### src/rtl/uart_pkg.sv
// Shared UART definitions: drain FSM state encoding and default queue size.
// No ports; imported by byte_fifo and uart_tx_queue.
package uart_pkg;

  localparam int DEPTH_LOG_DEF = 4;

  typedef enum logic [1:0] {
    IDLE   = 2'd0,
    SEND   = 2'd1,
    SETTLE = 2'd2
  } tx_state_t;

endpackage

### src/rtl/byte_fifo.sv
// Byte FIFO with 2**DEPTH_LOG entries and wrap-around pointers.
// Ports: clk, reset, flush, push/wdata, pop/rdata, count, full, empty.
module byte_fifo
  import uart_pkg::*;
#(
  parameter int DEPTH_LOG = DEPTH_LOG_DEF
) (
  input  logic               clk,
  input  logic               reset,
  input  logic               flush,
  input  logic               push,
  input  logic [7:0]         wdata,
  input  logic               pop,
  output logic [7:0]         rdata,
  output logic [DEPTH_LOG:0] count,
  output logic               full,
  output logic               empty
);

  localparam int DEPTH = 1 << DEPTH_LOG;
  localparam logic [DEPTH_LOG:0] FULL_CNT = (DEPTH_LOG+1)'(DEPTH);

  logic [7:0]           mem [DEPTH];
  logic [DEPTH_LOG-1:0] wr_ptr;
  logic [DEPTH_LOG-1:0] rd_ptr;
  logic                 do_push;
  logic                 do_pop;

  assign full    = (count == FULL_CNT);
  assign empty   = (count == '0);
  assign do_push = push && !full && !flush;
  assign do_pop  = pop && !empty;
  assign rdata   = mem[rd_ptr];

  // storage is deliberately left unreset
  always_ff @(posedge clk) begin
    if (do_push) mem[wr_ptr] <= wdata;
  end

  always_ff @(posedge clk or posedge reset) begin
    if (reset) begin
      wr_ptr <= '0;
      rd_ptr <= '0;
      count  <= '0;
    end else if (flush) begin
      wr_ptr <= '0;
      rd_ptr <= '0;
      count  <= '0;
    end else begin
      if (do_push) wr_ptr <= wr_ptr + 1'b1;
      if (do_pop)  rd_ptr <= rd_ptr + 1'b1;
      case ({do_push, do_pop})
        2'b10:   count <= count + 1'b1;
        2'b01:   count <= count - 1'b1;
        default: count <= count;
      endcase
    end
  end

endmodule

### src/rtl/uart_tx_queue.sv
// Byte queue feeding a UART transmitter with one-cycle load strobes.
// Ports: producer in_*, flush, transmitter tx_*, count, overflow.
module uart_tx_queue
  import uart_pkg::*;
#(
  parameter int DEPTH_LOG = DEPTH_LOG_DEF
) (
  input  logic               clk,
  input  logic               reset,
  input  logic [7:0]         in_data,
  input  logic               in_valid,
  output logic               in_ready,
  input  logic               flush,
  output logic [7:0]         tx_data,
  output logic               tx_req,
  input  logic               tx_ready,
  output logic [DEPTH_LOG:0] count,
  output logic               overflow
);

  tx_state_t  state;
  tx_state_t  state_nx;
  logic       full;
  logic       empty;
  logic       push;
  logic       load;
  logic [7:0] head;

  assign in_ready = !full && !flush;
  assign push     = in_valid && in_ready;

  byte_fifo #(.DEPTH_LOG(DEPTH_LOG)) u_fifo (
    .clk   (clk),
    .reset (reset),
    .flush (flush),
    .push  (push),
    .wdata (in_data),
    .pop   (load),
    .rdata (head),
    .count (count),
    .full  (full),
    .empty (empty)
  );

  // SETTLE gives tx_ready time to fall after a load
  always_comb begin
    state_nx = state;
    load     = 1'b0;
    unique case (state)
      IDLE: begin
        if (!empty && tx_ready) begin
          load     = 1'b1;
          state_nx = SEND;
        end
      end
      SEND:    state_nx = SETTLE;
      SETTLE:  state_nx = IDLE;
      default: state_nx = IDLE;
    endcase
  end

  always_ff @(posedge clk or posedge reset) begin
    if (reset) state <= IDLE;
    else       state <= state_nx;
  end

  always_ff @(posedge clk or posedge reset) begin
    if (reset) begin
      tx_req  <= 1'b0;
      tx_data <= 8'h00;
    end else begin
      tx_req <= load;
      if (load) tx_data <= head;
    end
  end

  always_ff @(posedge clk or posedge reset) begin
    if (reset)                      overflow <= 1'b0;
    else if (flush)                 overflow <= 1'b0;
    else if (in_valid && !in_ready) overflow <= 1'b1;
  end

endmodule
### config.mk
export PLATFORM = sky130hd
export DESIGN_NAME = uart_tx_queue
export DESIGN_NICKNAME = d
export VERILOG_FILES = /design/src/rtl/uart_pkg.sv /design/src/rtl/byte_fifo.sv /design/src/rtl/uart_tx_queue.sv
export SDC_FILE = /design/constraint.sdc
export NUM_CORES = 1
export LEC_CHECK = 0
export BUFFER_PORTS_ARGS = -buffer_cell sky130_fd_sc_hd__buf_2
export CORE_MARGIN = 1.5
export CORE_UTILIZATION = 60
export CTS_CLUSTER_DIAMETER = 40
export CTS_CLUSTER_SIZE = 30
export DETAILED_ROUTE_END_ITERATION = 12
export PLACE_DENSITY = 0.86
export SLEW_MARGIN = 30
export SYNTH_ARGS = -nofsm -noshare
export SYNTH_HDL_FRONTEND = slang
export SYNTH_SLANG_ARGS = --single-unit
### constraint.sdc
create_clock -name clk -period 3.16 [get_ports clk]
set_input_delay 0.158 -clock clk [delete_from_list [all_inputs] [get_ports clk]]
set_output_delay 0.158 -clock clk [all_outputs]
set_load 0.01 [all_outputs]
# Yosys cells after proc, flatten, opt, wreduce, memory -nomap -nowiden
# Memories as Yosys holds them, arrays and structs flattened. A register that Yosys moved wholly into a read port is not among the register bits.
# Cells that the tools add are included.
# W data, S select, Z words.
[op_classes]
addsub = 4
eq_ne = 5
n_mux = 14
reduce_logical = 17
[ops]
columns = ["cell", "n"]
rows = [
  ["$mux W4", 4],
  ["$pmux W5 S2", 1],
  ["$add A4 B1 Y4 const B", 2],
  ["$logic_and A1 B1 Y1", 7],
  ["$mux W1", 6],
  ["$reduce_bool A2 Y1", 3],
  ["$add A5 B1 Y5 const B", 1],
  ["$eq A5 B5 Y1 const B", 1],
  ["$logic_not A5 Y1", 1],
  ["$mux W5", 1],
  ["$sub A5 B1 Y5 const B", 1],
  ["$eq A2 B1 Y1 const B", 2],
  ["$logic_not A1 Y1", 4],
  ["$pmux W2 S2", 1],
  ["$reduce_bool A3 Y1", 1],
  ["$eq A2 B2 Y1 const B", 1],
  ["$logic_not A2 Y1", 1],
  ["$mux W2", 1],
  ["$ne A2 B2 Y1 const B", 1],
]
[totals]
reg_bits = 17
ramBits = 128
inputBits = 13
out_inout_bits = 16
wordCells = 47
mem_count = 1
[mem_list]
columns = ["name", "words", "width", "rd", "rd_clocked_by_memory_dff", "wr", "line", "source"]
rows = [
  ["u_fifo.mem", 16, 8, 1, 1, 1, "byte_fifo.sv:23", "logic [7:0] mem [DEPTH];"],
]

# Longest topological paths before layout
# Gate-level depths: netlist of run 1.
[depth]
word_depth = 9
mapped_depth = 11
ltp_nobuf = 10

# By module
# A second synthesis of run 1 with hierarchy kept.
[unflattened]
hier_cells = 319
hier_area_um2 = 6194.7
[by_module_without_submodules]
columns = ["mod", "instances", "cells_each", "area_each_um2", "seq_area_each_um2"]
rows = [
  ["byte_fifo", 1, 291, 5743.0, 4169.0],
  ["uart_tx_queue", 1, 28, 451.7, 300.3],
]

# Worst setup path before layout of run 1
# Ideal clock, no wire load.
[synth_path]
path_type = "reg2reg"
startpoint = "reg u_fifo.count[1]"
endpoint = "reg u_fifo.count[4]"
setup_ns = 0.132
arrival_time_ns = 2.743
required_time_ns = 3.028
path_slack_ns = 0.286
path_stages_with_launch = 12
path_buffers = 1
period_less_slack_ns = 2.874
path_cell_list = "dfrtp_1 -> buf_6 -> or4_4 -> o21ai_4 -> nor2_1 -> xor2_1 -> ha_1 -> or3_2 -> a21oi_1 -> o211ai_1 -> a311oi_1 -> nor2_1"
[synth_via]
elab_chain_cells = 9
word_cells_on_any_way = 19
cone_classes = "2 x add/sub; 3 x eq/ne; 4 x mux; 10 x reduce/logical"
[synth_lines]
columns = ["item", "line", "source"]
rows = [
  ["start: declaration", "byte_fifo.sv:15", "output logic [DEPTH_LOG:0] count,"],
  ["start signal: assignment", "byte_fifo.sv:53", "2'b10: count <= count + 1'b1;"],
  ["start signal: assignment", "byte_fifo.sv:54", "2'b01: count <= count - 1'b1;"],
  ["start signal: assignment", "byte_fifo.sv:55", "default: count <= count;"],
  ["$logic_not A5 Y1 or $eq A5 B5 Y1 (tied branches)", "byte_fifo.sv:30, byte_fifo.sv:29", ""],
  ["$logic_not A1 Y1, on equally long branches", "-", ""],
  ["$logic_and A1 B1 Y1, on equally long branches", "uart_tx_queue.sv:51, uart_tx_queue.sv:29", ""],
  ["$mux W1 or $logic_and A1 B1 Y1 (tied branches)", "uart_tx_queue.sv:51, uart_tx_queue.sv:30", ""],
  ["$mux W1 or $logic_and A1 B1 Y1 (tied branches)", "uart_tx_queue.sv:49, byte_fifo.sv:31", ""],
  ["$logic_and A1 B1 Y1, on equally long branches", "byte_fifo.sv:32, byte_fifo.sv:31", ""],
  ["$eq A2 B1 Y1 or $eq A2 B2 Y1 (tied branches)", "byte_fifo.sv:52", "case ({do_push, do_pop})"],
  ["$pmux W5 S2", "byte_fifo.sv:52", ""],
  ["$mux W5", "byte_fifo.sv:45", "end else if (flush) begin"],
]
# Several ways; a longest one is shown, not always the timed one.
# A chain may end at the register's enable or synchronous reset.

# Final worst setup path of run 1
# Ends and elaborated chain as after synthesis.

==> flow_summary.json, run 1 <==
{
  "grt_first_pass_wirelength_um": 19790,
  "numCtsBuffers": 17,
  "detail-route-antenna-nets": 0,
  "synth_cells": 340,
  "hold_path.class": "input pin to async pin",
  "synthMuxAreaShare_pct": 14.48,
  "die_area_um2": 10990,
  "clk_latency_ps": 540,
  "first_global_vias": 3556,
  "post_dp_cell_area_um2": 6575,
  "overflow": 0,
  "grt_max_degree": 26,
  "n_antenna_cell": 0,
  "post_cts_buffers": 0,
  "hold_viol": 0,
  "numClockSinks": 153,
  "cts_tree": "done",
  "fin_skew_ps": 7.761,
  "dr.pass1.iters": 6,
  "gp_congestion": 0.8749,
  "max_slew_margin_pct": 35.11,
  "netlist_area_um2": 6223,
  "route.met2.wl_um": 6727,
  "syn_nets": 360,
  "port_buffers": 28,
  "cp_cell_sequence": "or4_4 > o21ai_4 > nor2_1 > xor2_1 > ha_1 > or3_2 > a21oi_1 > o211ai_1 > a311oi_1 > nor2_1",
  "drc_errors": 0,
  "clk_path_buf_depth": 2,
  "synthToLayoutAreaGrowth_pct": 16.55,
  "clk_pin_slew_ps": 70,
  "final_area_um2": 7253,
  "synth-xor-area-share_pct": 1.267,
  "worst_hold_slack_ps": 216.2,
  "fin_setup_tns_ps": 0,
  "cp.required_ps": 3560,
  "final_nets": 418,
  "max_freq_ghz": 0.3292,
  "report.final.slew_viol_count": 0,
  "final_core_util_pct": 73.19,
  "die_y_um": 104.8,
  "met1Wirelength_um": 4748,
  "wire_per_inst_um": 23.37,
  "synth-async-reset-ratio_pct": 16.34,
  "power_density_nw_per_um2": 740.7,
  "synthAdderAreaFrac_pct": 1.407,
  "syn_area_per_cell_um2": 18.30,
  "synthFlopType": "edfxtp_1",
  "synth_cell_types": 44,
  "cpMostUsedCell": "nor2_1",
  "routed-wl-met3_um": 973,
  "vias": 3433,
  "top_layer": "met4",
  "dp_hpwl_um": 7564,
  "leakage_nw": 2.519,
  "ir_drop_v": 0.0006515,
  "criticalPathCategory": "flip-flop to flip-flop",
  "yosys_register_bits": 153,
  "synth_top_family_by_area": "multiplexers",
  "row_count": 36,
  "core_um2": 9910,
  "critical_path.endpoint_type": "flip-flop",
  "yosys.area_share.simple_pct": 5.167,
  "drv_cap": 0,
  "cp.arrival_ps": 3440,
  "worstMarginPinSlew_ps": 973.4,
  "layout_setup_ws_ps": 122.0,
  "post_layout_nonfiller_instances": 544,
  "min_period_ps": 3038,
  "slowest_stage": "or4_4",
  "antenna_found_initial": 0,
  "pin_count": 29,
  "drt_wl_total_um": 12710,
  "track_usage_pct": 25.31,
  "die_w_um": 104.8,
  "crit_path_start_kind": "flip-flop",
  "status": "complete, no violations",
  "vias_per_cell": 6.311,
  "synth_compound_area_share_pct": 3.981,
  "path_max_fanout": 8,
  "p_total_mw": 5.373,
  "max_stage_delay_ps": 600,
  "drt_iter0_markers": 330,
  "ys_warn_count": 0,
  "rsz0062_at_grt": "no",
  "post-place-ws_ps": 185.3,
  "setup_viol_count_final": 0,
  "period_share_pct": 96.14,
  "ys_seq_area_share_pct": 71.81,
  "dp.cells": 500,
  "floorplan.initialDensity_pct": 62.80,
  "cts_root_buf": "clkbuf_8",
  "layout-drive-gt1-share_pct": 31.14,
  "htree_levels": 4,
  "synth-edff-count": 128
}
-- cell type report --
cell class,instances,area [um2]
flip-flops and latches,153,4471
fillers,551,2656
multi-input cells,160,1637
clock buffers,18,417.9
repair buffers,57,387.9
well taps,133,166.4
clock inverters,14,140.1
inverters,9,33.78
-- layer usage --
| layer | vias up | track usage, % |
|---|---|---|
| met5 | - | 0 |
| met4 | 0 | 10.96 |
| met3 | 24 | 7.673 |
| met2 | 195 | 41.32 |
| met1 | 1743 | 31.63 |
| li1 | 1471 | - |
-- synthesized netlist by cell type (8+ instances only) --
| cell type | instances | area share [%] |
|---|---|---|
| nand2_1 | 9 | 0.54 |
| inv_1 | 8 | 0.48 |
| nor3_1 | 9 | 0.72 |
| mux4_2 | 32 | 12 |
| edfxtp_1 | 128 | 62 |
| mux2i_1 | 9 | 1.4 |
| dfrtp_1 | 25 | 10 |
| o21ai_0 | 9 | 0.72 |
| mux2_2 | 8 | 1.4 |
| nor2_1 | 19 | 1.1 |
| a22oi_1 | 8 | 0.97 |
-- path summary, 6_finish.rpt --
| kind | endpoint | cells after the start | slack [ps] | start |
|---|---|---|---|---|
| hold reg to reg | state[1] | 1 | 470 | state[1] |
| hold / removal | u_fifo.rd_ptr[2] | 3 | 220 | reset |
| setup / recovery | u_fifo.count[4] | 10 | 120 | u_fifo.count[1] |
| min in group clk | u_fifo.count[4] | 5 | 270 | tx_ready |
| max in group asynchronous | u_fifo.rd_ptr[1] | 3 | 2550 | reset |
| setup reg to reg | u_fifo.count[4] | 10 | 120 | u_fifo.count[1] |
-- layout by cell type (no fill, tap or decap), types with 3 or more instances in the layout --
cell type	Yosys	layout
inv_1	8	7
nand3_1	4	4
dlygate4sd3_1	0	12
nor3_1	9	9
o21ai_0	9	9
buf_4	0	17
and2_1	4	4
mux2i_1	9	9
buf_2	7	28
xor2_1	7	7
inv_6	0	3
dfrtp_1	25	24
clkbuf_16	0	16
a21oi_1	6	6
clkinv_4	0	6
nand2_1	9	9
mux4_2	32	32
nor2_1	19	19
edfxtp_1	128	128
mux2_2	8	8
a22oi_1	8	8
ha_1	7	7
-- what timing repair did --
| action | in CTS | in global routing |
|---|---|---|
| hold buffers | 12 | 0 |
| resized for setup | 0 | 0 |
| hold endpoints to repair | 133 | 0 |
-- flip-flops by register name, summed over array words and instances, names as in the netlist --
signal and count:
u_fifo.rd_ptr 4, u_fifo.mem 128, tx_req 1, state 2, tx_data 8, u_fifo.count 5
u_fifo.wr_ptr 4, overflow 1
-- worst max-delay path: cells and delay by family, from the launching register on --
| kind | cells | cell delay (ps) |
|---|---|---|
| AOI/OAI and AO/OA | 4 | 820 |
| and+or+nand+nor | 4 | 1190 |
| adders and majority gates | 1 | 250 |
| DFF | 1 | 490 |
| xor gates and xnor gates | 1 | 170 |
-- power breakdown --
part           switching (mW)  internal [mW]  total, mW
Sequential              0.153           2.32       2.47
Clock                   0.819           1.06       1.88
Combinational           0.558          0.463       1.02
Total                    1.53           3.84       5.37
-- cell families (layout without fill, tap and decap cells) --
kind of cell / Yosys count / in the layout
simple gates: 60 / 60
flops: 153 / 153
mux: 49 / 49
xor+xnor: 9 / 9
compound gates: 35 / 35
fa+ha+maj: 7 / 7
buf+inv: 27 / 98
Note: power is estimated with default switching activity, not from simulation.
==> run 2: changes to the inputs <==
--- a/config.mk
+++ b/config.mk
@@ -6,13 +6,17 @@
 export NUM_CORES = 1
 export LEC_CHECK = 0
 export BUFFER_PORTS_ARGS = -buffer_cell sky130_fd_sc_hd__buf_2
+export CELL_PAD_IN_SITES_DETAIL_PLACEMENT = 0
+export CELL_PAD_IN_SITES_GLOBAL_PLACEMENT = 2
 export CORE_MARGIN = 1.5
-export CORE_UTILIZATION = 60
+export CORE_UTILIZATION = 47
 export CTS_CLUSTER_DIAMETER = 40
 export CTS_CLUSTER_SIZE = 30
 export DETAILED_ROUTE_END_ITERATION = 12
-export PLACE_DENSITY = 0.86
+export MAX_ROUTING_LAYER = met4
+export PLACE_DENSITY = 0.87
 export SLEW_MARGIN = 30
 export SYNTH_ARGS = -nofsm -noshare
 export SYNTH_HDL_FRONTEND = slang
 export SYNTH_SLANG_ARGS = --single-unit
+export TNS_END_PERCENT = 20
==> flow_summary.json, run 2 (synthesized netlist as in run 1, its figures left out) <==
{
  "core_um2": 12770,
  "criticalPathCategory": "flip-flop to flip-flop",
  "hold_viol": 0,
  "numCtsBuffers": 17,
  "fin_skew_ps": 9.350,
  "cts_root_buf": "clkbuf_16",
  "layout-drive-gt1-share_pct": 32.84,
  "setup_viol_count_final": 0,
  "rsz0062_at_grt": "no",
  "port_buffers": 28,
  "fillers": 945,
  "power_density_nw_per_um2": 765.8,
  "critical_path.endpoint_type": "flip-flop",
  "cp.arrival_ps": 3190,
  "largest_reg_flops": 128,
  "ctsHoldBuffers": 1,
  "r2r_start": "u_fifo.count[1]",
  "vias_per_cell": 5.693,
  "leakage_nw": 2.543,
  "drt_wl_total_um": 12300,
  "first_global_vias": 3289,
  "antenna_found_initial": 0,
  "cts_tree": "done",
  "cp.required_ps": 3460,
  "ir_drop_v": 0.0007154,
  "pin_count": 29,
  "final_core_util_pct": 57.33,
  "grt_max_degree": 26,
  "detail-route-antenna-nets": 0,
  "worstMarginPinSlew_ps": 840.3,
  "worstSetupStartpoint": "u_fifo.count[1]",
  "vias": 3285,
  "max_slew_margin_pct": 43.98,
  "hold_path.class": "input pin to flip-flop",
  "die_w_um": 118.1,
  "floorplan.initialDensity_pct": 48.72,
  "postCtsResizedCells": 0,
  "report.final.slew_viol_count": 0,
  "crit_path_start_kind": "flip-flop",
  "drc_errors": 0,
  "path_max_fanout": 8,
  "mostFrequentLayoutCell": "edfxtp_1",
  "fin_setup_tns_ps": 0,
  "hp-start": "in_valid",
  "post_cts_buffers": 0,
  "mostFrequentLayoutCells": "edfxtp_1 (128), mux4_2 (32), buf_2 (28)",
  "drt_iter0_markers": 257,
  "gp_congestion": 0.8443,
  "dr.pass1.iters": 4,
  "track_usage_pct": 19.88,
  "post-place-ws_ps": 285.7,
  "max_freq_ghz": 0.3468,
  "reg.largest.list": "u_fifo.mem: 128 flops, tx_data: 8 flops, u_fifo.count: 5 flops",
  "status": "complete, no violations",
  "drv_cap": 0,
  "top_register": "u_fifo.mem",
  "dp_hpwl_um": 7698,
  "die_area_um2": 13940,
  "grt_first_pass_wirelength_um": 19510,
  "n_antenna_cell": 0,
  "min_period_ps": 2884,
  "synthToLayoutAreaGrowth_pct": 17.67,
  "layout_setup_ws_ps": 276.4,
  "htree_levels": 4,
  "row_count": 41,
  "overflow": 0,
  "period_share_pct": 91.25,
  "clk_path_buf_depth": 2,
  "clk_pin_slew_ps": 60,
  "numClockSinks": 153,
  "final_nets": 412,
  "clk_latency_ps": 430,
  "die_y_um": 118.1,
  "wire_per_inst_um": 21.31
}
## run 2: where the power goes
group	internal, mW	total [mW]	switching, mW
registers	2.32	2.47	0.148
clock network	1.34	2.17	0.829
logic	0.459	0.974	0.514
## run 2: path summary, 6_finish.rpt
| kind | endpoint | slack [ps] | cells past startpoint |
|---|---|---|---|
| worst max-delay path | u_fifo.count[4] | 280 | 10 |
| worst min-delay path | overflow | 80 | 3 |
| worst max register to register | u_fifo.count[4] | 280 | 10 |
| worst min register to register | state[1] | 460 | 1 |
| max in group asynchronous | u_fifo.rd_ptr[1] | 2530 | 4 |
| min in group asynchronous | u_fifo.count[4] | 340 | 4 |
## run 2: layout make-up
cell class	count	area, um2	share of cell area [%]
Inverter	9	33.78	0.4613
Multi-Input combinational cell	160	1637	22.35
Tap cell	172	215.2	2.939
Clock inverter	15	214.0	2.922
Sequential cell	153	4471	61.05
Clock buffer	17	425.4	5.809
Timing Repair Buffer	51	327.8	4.476
## run 2: worst max-delay path, cell delays in order (launching register included)
cell	delay [ps]
dfrtp_1	480
or4_4	600
o21ai_4	140
nor2_1	90
xor2_1	150
ha_1	230
or3_2	420
a21oi_1	220
o211ai_1	120
a311oi_1	270
nor2_1	60
## run 2: metrics by stage
| stage | total power [mW] | area (um2) | hold slack [ps] | std cells |
|---|---|---|---|---|
| floorplan | 3.144 | 6223 | 185.3 | 340 |
| global placement | 3.458 | 6674 | 233.9 | 544 |
| detailed placement | 3.483 | 6674 | 251.4 | 544 |
| CTS | 5.663 | 7323 | 61.91 | 577 |
| global route | 5.853 | 7323 | 86.19 | 577 |
| finish | 5.608 | 7323 | 78.95 | 577 |
## run 2: routing by layer
metal | global-route usage (%) | wire length (um)
met4 | 7.851 | 215
met3 | 4.603 | 841
met2 | 30.81 | 6228
met5 | - | 0
met1 | 25.66 | 5010
